--- config.mk ---
export PLATFORM = sky130hd
export DESIGN_NAME = inst_loader
export DESIGN_NICKNAME = d
export VERILOG_FILES = /design/src/rtl/inst_loader_pkg.sv /design/src/rtl/inst_loader.sv
export SDC_FILE = /design/constraint.sdc
export NUM_CORES = 1
export LEC_CHECK = 0
export CAP_MARGIN = 20
export CORE_ASPECT_RATIO = 0.6
export CORE_UTILIZATION = 45
export CTS_BUF_LIST = sky130_fd_sc_hd__clkbuf_4 sky130_fd_sc_hd__clkbuf_8 sky130_fd_sc_hd__clkbuf_16
export DETAILED_ROUTE_END_ITERATION = 12
export PLACE_DENSITY = 0.68
export SETUP_SLACK_MARGIN = 0.5
export SLEW_MARGIN = 30
export SYNTH_ARGS = -nofsm -noshare
export SYNTH_HDL_FRONTEND = slang
export SYNTH_SLANG_ARGS = --single-unit
--- constraint.sdc ---
create_clock -name Clk -period 2.9 [get_ports Clk]
set_clock_uncertainty 0.15 [all_clocks]
set_input_delay 0.58 -clock Clk [delete_from_list [all_inputs] [get_ports Clk]]
set_output_delay 0.58 -clock Clk [all_outputs]
set_load 0.05 [all_outputs]
--- src/rtl/inst_loader_pkg.sv ---
// Shared types and constants for the instruction-memory loader.
// The loader state is exported so checkers can bind to it directly.
package inst_loader_pkg;

  localparam int INST_W = 9;
  localparam int MAX_WORDS = 1024;
  localparam int LEN_W = 11;
  localparam logic [7:0] SYNC_BYTE_DEFAULT = 8'hA5;

  typedef enum logic [2:0] {
    WAIT_SYNC = 3'd0,
    LEN_LO    = 3'd1,
    LEN_HI    = 3'd2,
    INST_LO   = 3'd3,
    INST_HI   = 3'd4,
    CHECK     = 3'd5,
    DONE      = 3'd6,
    ERROR     = 3'd7
  } loader_state_t;

endpackage

--- src/rtl/inst_loader.sv ---
// Framed byte-stream loader for the 9-bit instruction memory; keeps the core
// in reset until a full, checksum-verified program has been written.
module inst_loader
  import inst_loader_pkg::loader_state_t, inst_loader_pkg::SYNC_BYTE_DEFAULT,
         inst_loader_pkg::MAX_WORDS, inst_loader_pkg::LEN_W,
         inst_loader_pkg::WAIT_SYNC, inst_loader_pkg::LEN_LO, inst_loader_pkg::LEN_HI,
         inst_loader_pkg::INST_LO, inst_loader_pkg::INST_HI, inst_loader_pkg::CHECK,
         inst_loader_pkg::DONE, inst_loader_pkg::ERROR;
#(
  parameter int         ADDR_W    = 10,
  parameter int         INST_W    = 9,
  parameter logic [7:0] SYNC_BYTE = SYNC_BYTE_DEFAULT
) (
  input  logic              Clk,
  input  logic              Reset_n,
  input  logic              Restart,
  input  logic              InValid,
  input  logic [7:0]        InData,
  output logic              InReady,
  output logic              WrEn,
  output logic [ADDR_W-1:0] WrAddr,
  output logic [INST_W-1:0] WrData,
  output logic              CpuHold,
  output logic              Done,
  output logic              Error,
  output logic [ADDR_W:0]   WordCount,
  output loader_state_t     DbgState
);

  // Handshake: a byte moves on a rising edge where InValid & InReady are both
  // high. InReady drops combinationally under Restart so an offered byte is
  // never consumed in the abort cycle.

  loader_state_t     r_state;
  logic              r_in_ready;
  logic              r_wr_en;
  logic [ADDR_W-1:0] r_wr_addr;
  logic [INST_W-1:0] r_wr_data;
  logic              r_hold;
  logic              r_done;
  logic              r_error;
  logic [ADDR_W:0]   r_cnt;
  logic [LEN_W-1:0]  r_len;
  logic [7:0]        r_len_lo;
  logic [7:0]        r_lo;
  logic [7:0]        r_xor;

  logic              w_xfer;
  logic [LEN_W-1:0]  w_len;
  logic              w_len_bad;
  logic [ADDR_W:0]   w_cnt_inc;
  logic              w_last_word;

  assign InReady     = r_in_ready & ~Restart;
  assign w_xfer      = InValid & InReady;
  assign w_len       = {InData[2:0], r_len_lo};
  assign w_len_bad   = (|InData[7:3]) || (w_len == '0) || (w_len > LEN_W'(MAX_WORDS));
  assign w_cnt_inc   = r_cnt + 1'b1;
  assign w_last_word = (LEN_W'(w_cnt_inc) == r_len);

  always_ff @(posedge Clk or negedge Reset_n) begin
    if (!Reset_n) begin
      r_state    <= WAIT_SYNC;
      r_in_ready <= 1'b1;
      r_wr_en    <= 1'b0;
      r_wr_addr  <= '0;
      r_wr_data  <= '0;
      r_hold     <= 1'b1;
      r_done     <= 1'b0;
      r_error    <= 1'b0;
      r_cnt      <= '0;
      r_len      <= '0;
      r_len_lo   <= '0;
      r_lo       <= '0;
      r_xor      <= '0;
    end else begin
      r_wr_en <= 1'b0;
      if (Restart) begin
        r_state    <= WAIT_SYNC;
        r_in_ready <= 1'b1;
        r_hold     <= 1'b1;
        r_done     <= 1'b0;
        r_error    <= 1'b0;
        r_cnt      <= '0;
      end else if (w_xfer) begin
        case (r_state)
          WAIT_SYNC: if (InData == SYNC_BYTE) r_state <= LEN_LO;
          LEN_LO: begin
            r_len_lo <= InData;
            r_state  <= LEN_HI;
          end
          LEN_HI: begin
            if (w_len_bad) begin
              r_state <= ERROR;
              r_error <= 1'b1;
            end else begin
              r_len   <= w_len;
              r_cnt   <= '0;
              r_xor   <= '0;
              r_state <= INST_LO;
            end
          end
          INST_LO: begin
            r_lo    <= InData;
            r_xor   <= r_xor ^ InData;
            r_state <= INST_HI;
          end
          INST_HI: begin
            // Only bit 0 of the high byte is instruction data.
            if (|InData[7:1]) begin
              r_state <= ERROR;
              r_error <= 1'b1;
            end else begin
              r_wr_en   <= 1'b1;
              r_wr_addr <= r_cnt[ADDR_W-1:0];
              r_wr_data <= {InData[0], r_lo};
              r_cnt     <= w_cnt_inc;
              r_xor     <= r_xor ^ InData;
              r_state   <= w_last_word ? CHECK : INST_LO;
            end
          end
          CHECK: begin
            if (InData == r_xor) begin
              r_state    <= DONE;
              r_done     <= 1'b1;
              r_hold     <= 1'b0;
              r_in_ready <= 1'b0;
            end else begin
              r_state <= ERROR;
              r_error <= 1'b1;
            end
          end
          default: ;
        endcase
      end
    end
  end

  assign WrEn      = r_wr_en;
  assign WrAddr    = r_wr_addr;
  assign WrData    = r_wr_data;
  assign CpuHold   = r_hold;
  assign Done      = r_done;
  assign Error     = r_error;
  assign WordCount = r_cnt;
  assign DbgState  = r_state;

endmodule
---- Word-level counts from Yosys, hierarchy flattened ----
Cells that the tools add are included.
storage, ports and cells
  flip-flop bits (word level) ............. 72
  bits of input ports ..................... 12
  output and inout port bits .............. 38
  logic and storage cells ................. 92
operators by class
  add/subtract/negate cells ............... 1
  $lt $le $gt $ge ......................... 1
  equality and inequality tests ........... 16
  muxes and demuxes ....................... 34
  bitwise gates (word level) .............. 6
  reduce and logical (&&, ||, !) cells .... 22
operators by type and width
  cell                     number
  $mux W11                 4
  $pmux W8 S3              1
  $pmux W11 S2             1
  $mux W1                  18
  $mux W3                  6
  $ne A3 B3 Y1 const B     6
  $pmux W3 S6              1
  $mux W8                  2
  $reduce_and A3 Y1        4
  $reduce_and A4 Y1        3
  $add A11 B1 Y11 const B  1
  $eq A11 B11 Y1           1
  $gt A11 B11 Y1 const B   1
  $logic_not A11 Y1        1
  $reduce_and A5 Y1        2
  $eq A8 B8 Y1             1
  $eq A8 B8 Y1 const B     1
  $xor A8 B8 Y8            1
  $reduce_bool A7 Y1       1
  $reduce_or A7 Y1         1
  $eq A3 B2 Y1 const B     2
  $eq A3 B3 Y1 const B     2
  $reduce_bool A2 Y1       3
  $reduce_bool A3 Y1       2
  9 further kinds          14

---- Logic depth before layout (Yosys ltp) ----
Gate-level depths: netlist of run 1.
  depth after elaboration ................. 7
  gate-level depth with buffers ........... 8
  mapped depth without buffers ............ 7

---- Worst setup path before layout of run 1 ----
No wires, ideal clock.
  kind .................................... register to register
  start ................................... reg r_cnt[0] (netlist: WordCount[0])
  end ..................................... reg r_state[2] (netlist: DbgState[2])
  setup time .............................. 0.066 ns
  arrival time ............................ 2.481 ns
  required time ........................... 2.684 ns
  slack ................................... 0.203 ns
  stages on the path, launching flop included .. 8
  path buffers ............................ 0
  period minus slack after synthesis ...... 2.697 ns
  cell sequence ........................... dfrtp_1 ha_1 nand3_1 or4_1 o211ai_1 a31oi_1 or4_1 nand2_1
between the ends
  word-level cells in the longest chain between the ends .. 7
ends and longest elaborated chain
  item                      line                text
  start: declaration        inst_loader.sv:42   logic [ADDR_W:0] r_cnt;
  start signal: assignment  inst_loader.sv:117  r_cnt <= w_cnt_inc;
  $add A11 B1 Y11           inst_loader.sv:58   assign w_cnt_inc = r_cnt + 1'b1;
  $eq A11 B11 Y1            inst_loader.sv:59   assign w_last_word = (LEN_W'(w_cnt_inc) == r_len);
  $mux W3                   inst_loader.sv:119  r_state <= w_last_word ? CHECK : INST_LO;
  $mux W3                   inst_loader.sv:110  if (|InData[7:1]) begin
  $pmux W3 S6               inst_loader.sv:86   case (r_state)
  $mux W3                   inst_loader.sv:85   end else if (w_xfer) begin
  $mux W3                   inst_loader.sv:78   if (Restart) begin
  end signal: assignment    inst_loader.sv:119
  end: declaration          inst_loader.sv:34   loader_state_t r_state;
No other way between the ends. The select of a mux whose other input is x is not followed.
A chain may end at the register's enable or synchronous reset.

---- Final worst setup path of run 1 ----
  start ................................... in InData[5]
  end ..................................... reg r_len[5]
between the ends
  word-level cells in the longest chain between the ends .. 5
ends and longest elaborated chain
  item                                line               text
  start: declaration                  inst_loader.sv:18  input logic [7:0] InData,
  $reduce_or A5 Y1                    inst_loader.sv:57  assign w_len_bad = (|InData[7:3]) || (w_len == '0) || (w_len > LEN_W'(MAX_WORDS));
  $logic_or A1 B1 Y1 (2 in a row)     inst_loader.sv:57
  $not A1 Y1 (no source line)         n/a
  $reduce_and A4 Y1 (no source line)  n/a
  end signal: assignment              inst_loader.sv:97  r_len <= w_len;
  end: declaration                    inst_loader.sv:43  logic [LEN_W-1:0] r_len;
No other way between the ends.

==> metrics.md, run 1 <==
| Metric | Value |
|---|---|
| Number of cells traversed by the worst register-to-register path | `6` |
| Switching Power | `between 0.4 and 0.5 mW` |
| Mean area per synthesized cell | `9.49 sq um` |
| Clk buf depth | `2` |
| Later-pin clock latency in the skew report | `0.34 ns` |
| Routed wire length | `between 10 and 15 mm` |
| CP cell instances | `clkdlybuf4s50_1 > nor2_1 > nand2_1 > or4b_4 > nor3_4 > clkbuf_16 > mux2_4` |
| #FFs+latches synth | `72` |
| Largest delay share family, worst path | `simple AND/OR/NAND/NOR gates` |
| Post-synth cell types | `52` |
| Sw Share | `20.8%` |
| Post-DP HPWL | `about 7 mm` |
| Post-synth net total | `about 400` |
| Worst Max-Slew Pin Slew | `0.782 ns` |
| Unrepaired setup endpoints after global routing | `yes` |
| Initial antenna violation count | `0` |
| Most area-consuming cells after synthesis | `sky130_fd_sc_hd__dfrtp_1 49%, sky130_fd_sc_hd__nand2_1 7.3%, sky130_fd_sc_hd__o21ai_0 5.2%` |
| Gr ovfl total | `0` |
| Share of layout cells above drive strength 1 | `between 20% and 30%` |
| Tightest hold margin | `roughly 0.12 ns` |
| Proportion of synthesized area in mux cells | `roughly 7.3%` |
| Via density per instance | `5.62` |
| Number of port buffers | `49` |
| GRT Resource Usage Total | `between 20% and 30%` |
| Share of synthesized flip-flops with an asynchronous set or reset | `100%` |
| Hold Vio Cnt, Final | `0` |
| Worst vdd rail ir drop | `approximately 330 uV` |
| First-pass DRT Iterations | `8` |
| Worst setup EP type | `register` |
| Parity-gate share of the synthesized area counting xor and xnor cells | `roughly 5.0%` |
| Area share of the largest cell type after synthesis | `48.8%` |
| Primary flip-flop cell chosen by synthesis mapping | `sky130_fd_sc_hd__dfrtp_1` |
| Fraction of power consumed by the clock network | `51.3%` |
| Period utilization | `a little over four fifths` |
| Chip Width | `about 120 um` |
| Cell area after placement | `between 4000 and 5000 sq um` |
| Area growth from synthesis to final layout | `37.2%` |
| Status | `complete, no violations` |
| Sequential share of the synthesized area | `49.5%` |
| Critical Setup Path Class | `in -> reg` |
| Final antenna diode count | `0` |
| Final net count | `approximately 480` |
| Most frequent cells after synthesis | `71 x sky130_fd_sc_hd__dfrtp_1, 71 x sky130_fd_sc_hd__nand2_1, 38 x sky130_fd_sc_hd__o21ai_0` |
| Post-Synthesis Cell Area | `3640 sq um` |
| Number of buffers inserted during clock tree synthesis | `9` |
| Min cycle time layout | `approximately 2.4 ns` |
| Dominant combinational cell family by area after synthesis | `simple AND/OR/NAND/NOR gates` |
| Root cell of the clock tree | `sky130_fd_sc_hd__clkbuf_16` |
| Crit path DAT | `2.50 ns` |
| Final ANT Viol Nets | `0` |
| Top achievable clock speed | `between 400 and 500 MHz` |
| Depth of the critical timing path with buffers and inverters included | `7` |
| Cts hold-fix bufs | `0` |
| Part of the total power dissipated in combinational logic | `between 4 and 5%` |
| Maximum number of pins on one net before global-route repair | `45` |
| Gate count of the mapped netlist | `between 300 and 400` |
| Adder-cell share of the synthesized area | `less than 1%` |
| Yosys Warn Count | `0` |
| Clock-pin slew on the worst setup and hold paths | `around 0.060 ns` |
| Max-Slew Margin vs Limit | `47.9%` |
| EDFF count, synth | `0` |
| Vias post-DR | `3240` |
| Path type of the worst min-delay path | `in -> async` |
| Seq. cell area | `1810 sq um` |
| Starting Density | `between 40% and 50%` |
| Crit Path Max Fanout | `5` |
| Remaining routing DRC violations | `0` |
| Sink count of the clock tree | `72` |
| Final-report setup violation count | `0` |
| Power per unit of standard cell area | `about 460 nW/um^2` |
| Vias in the first global route | `a little over 3000` |
| CTS tree | `yes` |
| Count of buffer and inverter cells on the critical path | `2` |
| Core Box Area | `roughly 7500 sq um` |
| Leakage component of the power | `2.30 nW` |
| Number of non-filler instances in the completed layout | `577` |
| Simple-gate area share of the yosys netlist | `about 19%` |
| First DRT Iteration DRCs | `287` |
| Number of violations of the max-capacitance limit | `0` |
| Type of element launching the critical path | `input pin` |
| Wirelength per Cell | `approximately 18 um` |
| Final instance area | `between 4000 and 5000 sq um` |
| Post-synth top area cell | `sky130_fd_sc_hd__dfrtp_1` |
| Wire length of the first global-routing pass | `about 16 mm` |
| Critical-path top delay cell | `sky130_fd_sc_hd__or4b_4` |
| Top-level port count | `50` |
| Required arrival time at the worst endpoint | `slightly below 3 ns` |
| Overall die height | `approximately 72 um` |
| Pint | `1.82 mW` |
| Area fraction in compound gates after synthesis | `between 10% and 20%` |
| Number of standard-cell rows in the floorplan | `24` |
| Longest individual stage delay on the worst path | `between 0.5 and 0.6 ns` |
| Placed Cells | `548` |
| Final Slew Violations | `0` |
| Floorplan die area | `approximately 8500 sq um` |
| Multi-input gate area | `~1800 sq um` |
| Count of fill cells added during filler insertion | `between 500 and 600` |
| Number of H-tree branching levels | `3` |
| Routability-driven placement congestion ratio | `around 0.87` |
| Relative contribution of sequential cells to total power | `~44%` |
routing by layer:
metal	track usage, %	up-vias	part of all wire [%]
li1	-	1511	-
met3	6.29	20	7.4
met5	0	-	0
met1	38.4	1578	50
met4	7.98	0	1.7
met2	34.1	131	40
registers in the layout (all words and copies together) (netlist names):
| register | flops |
|---|---|
| WordCount | 11 |
| r_len | 11 |
| WrAddr | 10 |
| WrData | 9 |
| r_len_lo | 8 |
| r_lo | 8 |
| r_xor | 8 |
| DbgState | 3 |
| CpuHold | 1 |
| Done | 1 |
| Error | 1 |
| WrEn | 1 |
placed cells by master (no fill, tap or decap), drive strengths merged, types with 2 or more instances in the layout:
cell type / n
nand2: 71
dfrtp: 71
buf: 45
o21ai: 38
nor2: 32
clkdlybuf4s50: 29
mux2: 20
a21oi: 16
clkbuf: 16
xnor2: 15
dlygate4sd2: 15
inv: 15
nand3: 9
nor3: 7
nand4: 6
a31oi: 6
xor2: 6
nor4: 5
nand3b: 3
o211ai: 3
a31o: 3
nand2b: 2
and2: 2
nor2b: 2
a41oi: 2
or2: 2
or3: 2
a22o: 2
a21o: 2
or4: 2
dlymetal6s2s: 2
a311oi: 2
timing repair:
action | 4_1_cts | 5_1_grt
buffers inserted | 7 | 4
resized for setup | 29 | 29
endpoints found under the setup margin | 53 | 50
pin swaps | 9 | 10
cloned | 1 | 1
area by class of cell:
cell class | count | area share (%)
multi-input combinational | 277 | 36.0
tap | 104 | 2.60
sequential | 72 | 36.2
inverter | 15 | 1.13
clock buffer | 14 | 5.76
timing repair buffer | 93 | 17.6
clock inverter | 2 | 0.701
cell families after synthesis:
logic type	Yosys count
AO/OA/AOI/OAI	84
XOR/XNOR	21
adder cells (fa/ha/maj)	1
buffers and inverters	35
flip-flops	72
multiplexers	21
AND/OR/NAND/NOR	150
metrics by stage:
stage | setup TNS [ns] | util (%) | setup slack, ns | power [mW]
6_report | 0 | 66.3 | 0.474 | 2.29
3_3_place_gp | -1.03 | 58.9 | -0.0960 | 1.13
2_1_floorplan | 0 | - | 0.360 | 1.06
5_1_grt | 0 | 66.3 | 0.391 | 2.36
3_5_place_dp | -1.97 | 58.9 | -0.196 | 1.13
4_1_cts | 0 | 64.4 | 0.420 | 2.31
power by group through the flow:
stage,combinational (mW),sequential (mW),clock (mW)
2_1_floorplan,0.0364,1.03,0
3_3_place_gp,0.103,1.03,0
3_5_place_dp,0.104,1.03,0
4_1_cts,0.103,1.01,1.19
5_1_grt,0.117,1.01,1.23
6_report,0.107,1.01,1.18
worst reg2reg max path, delay by kind of cell (launching register included):
kind | cells | cell delay, ns
compound gates | 1 | 0.14
buf+inv | 1 | 0.21
flops | 1 | 0.41
mux | 1 | 0.30
simple gates | 3 | 1.10
path summary, 6_finish.rpt:
| kind | end | slack [ns] | start |
|---|---|---|---|
| worst max register to register | r_len[5] | 0.48 | r_len_lo[0] |
| worst min register to register | WrData[1] | 0.31 | r_lo[1] |
| worst max-delay path | r_len[5] | 0.47 | InData[5] |
| min in group Clk | WrData[1] | 0.31 | r_lo[1] |
| max in group asynchronous | WordCount[1] | 1.99 | Reset_n |
| worst min-delay path | WrAddr[3] | 0.12 | Reset_n |
Power figures use the tool's default switching activity.
==> run 2, diff against run 1 <==
==> constraint.sdc (replaced) <==
create_clock -name Clk -period 2.55 [get_ports Clk]
set_clock_uncertainty 0.15 [all_clocks]
set_input_delay 0.51 -clock Clk [delete_from_list [all_inputs] [get_ports Clk]]
set_output_delay 0.51 -clock Clk [all_outputs]
set_load 0.05 [all_outputs]
==> run 2 against run 1 <==
Against the previous run:
- final area grew 6.2%
- sequential share of layout area is 1.9 points lower
- die area did not move
- non-clock buffer count is 34 higher
- global-route usage grew 1.3 points
- register-to-register slack worse by 0.35 ns
- critical path type is now reg -> reg
- highest routed layer unchanged
==> metrics.md, run 2 (same netlist as run 1, synthesis figures left out) <==
| Metric | Value |
|---|---|
| Status | `complete, no violations (unchanged)` |
| Top-level port count | `50 (unchanged)` |
| Area growth from synthesis to final layout | `45.6% (was 37.2%)` |
| Vias post-DR | `3363 (was 3240)` |
| Min cycle time layout | `between 2 and 2.5 ns` |
| Later-pin clock latency in the skew report | `0.34 ns (about the same)` |
| Worst setup EP type | `register (unchanged)` |
| Max-Slew Margin vs Limit | `67.1% (was 47.9%)` |
| First DRT Iteration DRCs | `291 (was 287)` |
| Hold Vio Cnt, Final | `0 (unchanged)` |
| Period utilization | `94.9%` |
| Endpoint of the worst hold path | `WrData[1]` |
| Crit Path Max Fanout | `6 (was 5)` |
| Number of cells traversed by the worst register-to-register path | `6 (unchanged)` |
| Clk buf depth | `2 (unchanged)` |
| Unrepaired setup endpoints after global routing | `yes (unchanged)` |
| Via density per instance | `5.50 (was 5.62)` |
| Wire length of the first global-routing pass | `16.7 mm (was 16.2 mm)` |
| FF-to-FF Start | `r_len_lo[0] (unchanged)` |
| First-pass DRT Iterations | `5 (was 8)` |
| Number of non-filler instances in the completed layout | `611 (was 577)` |
| Number of H-tree branching levels | `3 (unchanged)` |
| Clock-pin slew on the worst setup and hold paths | `0.05 ns (was 0.06 ns)` |
| Capture point of the worst reg-to-reg path | `r_len[7] (was r_len[5])` |
| CP cell instances | `nor4_4 > a31oi_1 > or4b_4 > nor3_4 > clkbuf_16 > mux2_4 (was clkdlybuf4s50_1 > nor2_1 > nand2_1 > or4b_4 > nor3_4 > clkbuf_16 > mux2_4)` |
| Vias in the first global route | `3150 (was 3093)` |
| Leading cell types in the layout, fill and taps excluded | `68 x sky130_fd_sc_hd__nand2_1, 60 x sky130_fd_sc_hd__dfrtp_1, 60 x sky130_fd_sc_hd__buf_4, 34 x sky130_fd_sc_hd__dlygate4sd2_1, 29 x sky130_fd_sc_hd__nor2_1 (was 70 x sky130_fd_sc_hd__nand2_1, 67 x sky130_fd_sc_hd__dfrtp_1, 39 x sky130_fd_sc_hd__buf_4, 30 x sky130_fd_sc_hd__nor2_1)` |
| Worst hold start | `WrData[1]` |
| Final net count | `515 (was 481)` |
| Placed Cells | `556 (was 548)` |
| Wirelength per Cell | `17.7 um (was 17.6 um)` |
| Final ANT Viol Nets | `0 (unchanged)` |
| CTS tree | `yes (unchanged)` |
| Crit path DAT | `2.49 ns (was 2.50 ns)` |
| Most frequent standard cell in the layout excluding fill and tap cells | `sky130_fd_sc_hd__nand2_1 (unchanged)` |
| Routed wire length | `10.8 mm (was 10.1 mm)` |
| Hold Path Cell Cnt | `2` |
| Worst Max-Slew Pin Slew | `0.488 ns (was 0.782 ns)` |
| Final antenna diode count | `0 (unchanged)` |
| Number of standard-cell rows in the floorplan | `24 (unchanged)` |
| Routability-driven placement congestion ratio | `0.903 (was 0.870)` |
| Floorplan die area | `8470 sq um (unchanged)` |
| Initial antenna violation count | `0 (unchanged)` |
| Core Box Area | `7540 sq um (unchanged)` |
| Overall die height | `71.7 um (unchanged)` |
| Power consumption | `2.60 mW (was 2.29 mW)` |
| Longest individual stage delay on the worst path | `0.52 ns (was 0.54 ns)` |
| Starting Density | `48.3% (unchanged)` |
| Remaining routing DRC violations | `0 (unchanged)` |
| Number of buffers inserted during clock tree synthesis | `9 (unchanged)` |
| Share of layout cells above drive strength 1 | `33.9% (was 24.5%)` |
| Gr ovfl total | `0 (unchanged)` |
| Number of violations of the max-capacitance limit | `0 (unchanged)` |
| Critical Setup Path Class | `reg -> reg (was in -> reg)` |
| DP Worst Slack | `-0.431 ns (was -0.196 ns)` |
| Required arrival time at the worst endpoint | `2.62 ns (was 2.97 ns)` |
| Top achievable clock speed | `between 400 and 500 MHz` |
| Flop2flop setup slack | `0.13 ns (was 0.48 ns)` |
| Chip Width | `118 um (unchanged)` |
| Sink count of the clock tree | `72 (unchanged)` |
| Critical-path top delay cell | `sky130_fd_sc_hd__or4b_4 (unchanged)` |
| Final Slew Violations | `0 (unchanged)` |
| Root cell of the clock tree | `sky130_fd_sc_hd__clkbuf_16 (unchanged)` |
| Leakage component of the power | `2.57 nW (was 2.30 nW)` |
| Maximum number of pins on one net before global-route repair | `26 (was 45)` |
| Final-report setup violation count | `0 (unchanged)` |
| Type of element launching the critical path | `register (was input pin)` |
| GRT Resource Usage Total | `26.3% (was 25.0%)` |
| Worst vdd rail ir drop | `482 uV (was 332 uV)` |
| Number of port buffers | `49 (unchanged)` |
| Post-DP HPWL | `7.22 mm (was 6.97 mm)` |
| Final Worst Setup Slack | `0.129 ns (was 0.474 ns)` |
| Path type of the worst min-delay path | `reg -> reg (was in -> async)` |
| Power per unit of standard cell area | `489 nW/um^2 (was 459 nW/um^2)` |
run 2: cell count changes in the layout (fill, tap and decap cells not counted), moves of 5 or more:
cell	change
sky130_fd_sc_hd__dfrtp_2	+6
sky130_fd_sc_hd__dfrtp_1	-7
sky130_fd_sc_hd__o21ai_0	-5
sky130_fd_sc_hd__buf_4	+21
sky130_fd_sc_hd__buf_6	+10
sky130_fd_sc_hd__o21ai_1	+9
sky130_fd_sc_hd__dlygate4sd2_1	+19
sky130_fd_sc_hd__clkdlybuf4s50_1	-29
sky130_fd_sc_hd__clkbuf_2	+8
run 2: routing by layer:
layer	wire, um	GRT usage (%)	vias to the layer above
li1	-	-	1579
met3	894	7.48	18
met2	4500	36.5	146
met1	5270	38.9	1620
met5	0	0	-
met4	152	9.12	0
run 2: critical path: cells and delay by family, from the launching register on:
| family | cells | cell delay (ns) |
|---|---|---|
| AO/OA/AOI/OAI | 1 | 0.15 |
| buffers and inverters | 1 | 0.21 |
| flip-flops | 1 | 0.41 |
| multiplexers | 1 | 0.29 |
| AND/OR/NAND/NOR | 3 | 1.11 |
run 2: where the power goes:
| group | leakage (nW) | internal (mW) | switching (mW) | total (mW) |
|---|---|---|---|---|
| Clock | 0.156 | 0.829 | 0.469 | 1.30 |
| Combinational | 1.46 | 0.0633 | 0.0852 | 0.148 |
| Sequential | 0.952 | 1.15 | 0.00312 | 1.15 |
| Total | 2.57 | 2.04 | 0.557 | 2.60 |
run 2: worst max-delay path by stage:
stage	endpoint	depth (start not counted)	start
4_1_cts	r_len[5]	6	r_len_lo[0]
6_report	r_len[7]	6	r_len_lo[0]
3_5_place_dp	r_len[1]	7	InData[0]
3_3_place_gp	r_len[1]	7	InData[0]
5_1_grt	r_len[7]	6	r_len_lo[0]
2_1_floorplan	r_len[10]	7	InData[0]
run 2: final cells by class:
class                           instances  area [sq um]
Inverter                               15          58.8
Sequential cell                        72          1820
Clock buffer                           13           268
Fill cell                             583          2230
Tap cell                              104           130
Timing Repair Buffer                  127          1150
Clock inverter                          3          40.0
Multi-Input combinational cell        277          1840
run 2: timing repair:
item | CTS | global route
endpoints found under the setup margin | 91 | 61
pin swaps | 15 | 10
hold buffers | 1 | 0
hold endpoints to repair | 15 | 0
cloned | 1 | 1
buffers inserted | 13 | 23
gates resized for setup | 78 | 41
run 2: metrics by stage:
stage / TNS, ns / utilization (%) / cell area, sq um / hold slack (ns)
2_1_floorplan: 0 / - / 3730 / 0.0644
3_3_place_gp: -8.01 / 60.7 / 4580 / 0.304
3_5_place_dp: -10.95 / 60.7 / 4580 / 0.310
4_1_cts: 0 / 67.1 / 5060 / 0.314
5_1_grt: 0 / 70.4 / 5300 / 0.346
6_report: 0 / 70.4 / 5300 / 0.313
==> run 3, diff against run 2 <==
--- a/config.mk
+++ b/config.mk
@@ -10,6 +10,7 @@
 export CORE_UTILIZATION = 45
 export CTS_BUF_LIST = sky130_fd_sc_hd__clkbuf_4 sky130_fd_sc_hd__clkbuf_8 sky130_fd_sc_hd__clkbuf_16
 export DETAILED_ROUTE_END_ITERATION = 12
+export MAX_ROUTING_LAYER = met4
 export PLACE_DENSITY = 0.68
 export SETUP_SLACK_MARGIN = 0.5
 export SLEW_MARGIN = 30
==> run 3 against run 2 <==
Against the previous run:
- critical path depth up 2
- worst hold slack worse by 0.26 ns
- first-iteration DRC count down 20%
- critical endpoint is now r_xor[0]
- largest cell class unchanged
==> metrics.md, run 3 (same netlist as run 1, synthesis figures left out) <==
| Metric | Value |
|---|---|
| Crit Path Max Fanout | `8 (was 6)` |
| Critical-path top delay cell | `sky130_fd_sc_hd__or4b_4 (unchanged)` |
| Largest delay share family, worst path | `simple AND/OR/NAND/NOR gates (unchanged)` |
| Most frequent standard cell in the layout excluding fill and tap cells | `sky130_fd_sc_hd__nand2_1 (unchanged)` |
| Worst Max-Slew Pin Slew | `0.651 ns (was 0.488 ns)` |
| Initial antenna violation count | `0 (unchanged)` |
| Vias in the first global route | `3252 (was 3150)` |
| Number of cells traversed by the worst register-to-register path | `8 (was 6)` |
| FF-to-FF Start | `r_len_lo[6] (was r_len_lo[0])` |
| Tightest hold margin | `0.0548 ns (was 0.313 ns)` |
| Number of port buffers | `49 (unchanged)` |
| Longest individual stage delay on the worst path | `0.54 ns (was 0.52 ns)` |
| First-pass DRT Iterations | `5 (unchanged)` |
| Capture point of the worst reg-to-reg path | `r_xor[0] (was r_len[7])` |
| Placed Cells | `556 (unchanged)` |
| Root cell of the clock tree | `sky130_fd_sc_hd__clkbuf_16 (unchanged)` |
| Top achievable clock speed | `404 MHz (was 413 MHz)` |
| Status | `complete, no violations (unchanged)` |
| Min cycle time layout | `2.48 ns (was 2.42 ns)` |
| Flop2flop setup slack | `0.07 ns (was 0.13 ns)` |
| Number of buffers inserted during clock tree synthesis | `9 (unchanged)` |
| Starting Density | `48.3% (unchanged)` |
| Period utilization | `97.1% (was 94.9%)` |
| Number of standard-cell rows in the floorplan | `24 (unchanged)` |
| Path type of the worst min-delay path | `in -> async (was reg -> reg)` |
| Number of non-filler instances in the completed layout | `608 (was 611)` |
| Number of H-tree branching levels | `3 (unchanged)` |
| Core Box Area | `7540 sq um (unchanged)` |
| Area growth from synthesis to final layout | `45.6% (about the same)` |
| Share of layout cells above drive strength 1 | `35.9% (was 33.9%)` |
| Sum of negative setup slack | `0 ns (unchanged)` |
| Power per unit of standard cell area | `470 nW/um^2 (was 489 nW/um^2)` |
| Final ANT Viol Nets | `0 (unchanged)` |
| Hold Vio Cnt, Final | `0 (unchanged)` |
| Post-DP HPWL | `7.11 mm (was 7.22 mm)` |
| Critical Setup Path Class | `reg -> reg (unchanged)` |
| Maximum number of pins on one net before global-route repair | `33 (was 26)` |
| Vias post-DR | `3365 (was 3363)` |
| Routed wire length | `10.7 mm (was 10.8 mm)` |
| Overall die height | `71.7 um (unchanged)` |
| Crit path DAT | `2.53 ns (was 2.49 ns)` |
| First DRT Iteration DRCs | `234 (was 291)` |
| Final net count | `512 (was 515)` |
| Sink count of the clock tree | `72 (unchanged)` |
| CTS tree | `yes (unchanged)` |
| Clock-pin slew on the worst setup and hold paths | `0.06 ns (was 0.05 ns)` |
| Number of violations of the max-capacitance limit | `0 (unchanged)` |
| Final-report setup violation count | `0 (unchanged)` |
| Wirelength per Cell | `17.6 um (was 17.7 um)` |
| Final Slew Violations | `0 (unchanged)` |
| Routability-driven placement congestion ratio | `0.928 (was 0.903)` |
| CP most frequent cell | `sky130_fd_sc_hd__buf_6` |
| Final antenna diode count | `0 (unchanged)` |
| Count of buffer and inverter cells on the critical path | `2 (was 1)` |
| Unrepaired setup endpoints after global routing | `yes (unchanged)` |
| Power consumption | `2.49 mW (was 2.60 mW)` |
| Gr ovfl total | `0 (unchanged)` |
| Worst vdd rail ir drop | `340 uV (was 482 uV)` |
| Leading cell types in the layout, fill and taps excluded | `67 x sky130_fd_sc_hd__nand2_1, 60 x sky130_fd_sc_hd__dfrtp_1, 57 x sky130_fd_sc_hd__buf_4, 31 x sky130_fd_sc_hd__dlygate4sd2_1, 29 x sky130_fd_sc_hd__nor2_1 (was 68 x sky130_fd_sc_hd__nand2_1, 60 x sky130_fd_sc_hd__dfrtp_1, 60 x sky130_fd_sc_hd__buf_4, 34 x sky130_fd_sc_hd__dlygate4sd2_1, 29 x sky130_fd_sc_hd__nor2_1)` |
| Remaining routing DRC violations | `0 (unchanged)` |
| GRT Resource Usage Total | `27.2% (was 26.3%)` |
| Via density per instance | `5.53 (was 5.50)` |
| Worst setup EP type | `register (unchanged)` |
| Later-pin clock latency in the skew report | `0.33 ns (was 0.34 ns)` |
| Max-Slew Margin vs Limit | `56.6% (was 67.1%)` |
| Top-level port count | `50 (unchanged)` |
| Required arrival time at the worst endpoint | `2.61 ns (was 2.62 ns)` |
| Leakage component of the power | `2.55 nW (was 2.57 nW)` |
| Final Worst Setup Slack | `0.0741 ns (was 0.129 ns)` |
| CP cell instances | `nor4_2 > a31oi_2 > or4b_4 > buf_6 > buf_6 > a31o_4 > o21ai_2 > o41ai_1 (was nor4_4 > a31oi_1 > or4b_4 > nor3_4 > clkbuf_16 > mux2_4)` |
| Depth of the critical timing path with buffers and inverters included | `8 (was 6)` |
| Chip Width | `118 um (unchanged)` |
| Floorplan die area | `8470 sq um (unchanged)` |
| DP Worst Slack | `-0.430 ns (was -0.431 ns)` |
| Wire length of the first global-routing pass | `16.9 mm (was 16.7 mm)` |
| Clk buf depth | `2 (unchanged)` |
| Type of element launching the critical path | `register (unchanged)` |
## run 3: cell types whose count changed in the layout (fill, tap and decap cells not counted), moves of 2 or more
cell	delta
sky130_fd_sc_hd__clkdlybuf4s15_1	+2
sky130_fd_sc_hd__o21ai_2	+3
sky130_fd_sc_hd__dlygate4sd2_1	-3
sky130_fd_sc_hd__nor3_2	-2
sky130_fd_sc_hd__buf_4	-3
sky130_fd_sc_hd__buf_6	+3
sky130_fd_sc_hd__clkbuf_2	+2
sky130_fd_sc_hd__o21ai_1	-5
## run 3: worst register-to-register path: stages (launching register included)
cell,delay [ns]
sky130_fd_sc_hd__dfrtp_1,0.41
sky130_fd_sc_hd__nor4_2,0.36
sky130_fd_sc_hd__a31oi_2,0.15
sky130_fd_sc_hd__or4b_4,0.54
sky130_fd_sc_hd__buf_6,0.14
sky130_fd_sc_hd__buf_6,0.10
sky130_fd_sc_hd__a31o_4,0.25
sky130_fd_sc_hd__o21ai_2,0.15
sky130_fd_sc_hd__o41ai_1,0.10
## run 3: how the worst max path moves through the flow
stage	slack, ns	endpoint	startpoint
3_5_place_dp	-0.43	r_len[0]	InData[0]
3_3_place_gp	-0.37	r_len[1]	InData[0]
6_report	0.07	r_xor[0]	r_len_lo[6]
5_1_grt	0.04	r_xor[0]	r_len_lo[6]
4_1_cts	0.10	r_len[1]	r_len_lo[0]
2_1_floorplan	0.08	r_len[10]	InData[0]
## run 3: layout make-up
class	instances	area (sq um)
clock buffers	13	268
clock inverters	3	17.5
fillers	567	2240
inverters	15	56.3
multi-input cells	277	1920
flip-flops and latches	72	1820
well taps	104	130
repair buffers	124	1090
## run 3: timing repair
item                                   CTS  global route
setup endpoints to repair               91            65
cloned                                   1             0
pin swaps                               15            25
endpoints found under the hold margin    0             0
hold buffers                             0             0
setup buffers                           15            20
gates resized for setup                 81            58
## run 3: through the flow
step | utilization (%) | area [sq um]
2_1_floorplan | - | 3730
3_3_place_gp | 60.7 | 4580
3_5_place_dp | 60.7 | 4580
4_1_cts | 67.0 | 5050
5_1_grt | 70.3 | 5300
6_report | 70.3 | 5300
## run 3: routing by layer
metal | wire length (um) | vias up | global-route usage (%)
met2 | 4680 | 133 | 39.0
met5 | 0 | - | -
met4 | 125 | 0 | 7.69
met1 | 5100 | 1648 | 37.6
li1 | - | 1570 | -
met3 | 805 | 14 | 7.64
## run 3: power by group
| group | internal (mW) | switching (mW) | leakage (nW) |
|---|---|---|---|
| Sequential | 1.15 | 0.00309 | 0.952 |
| Combinational | 0.0639 | 0.0860 | 1.45 |
| Clock | 0.730 | 0.463 | 0.142 |
| Total | 1.94 | 0.552 | 2.55 |
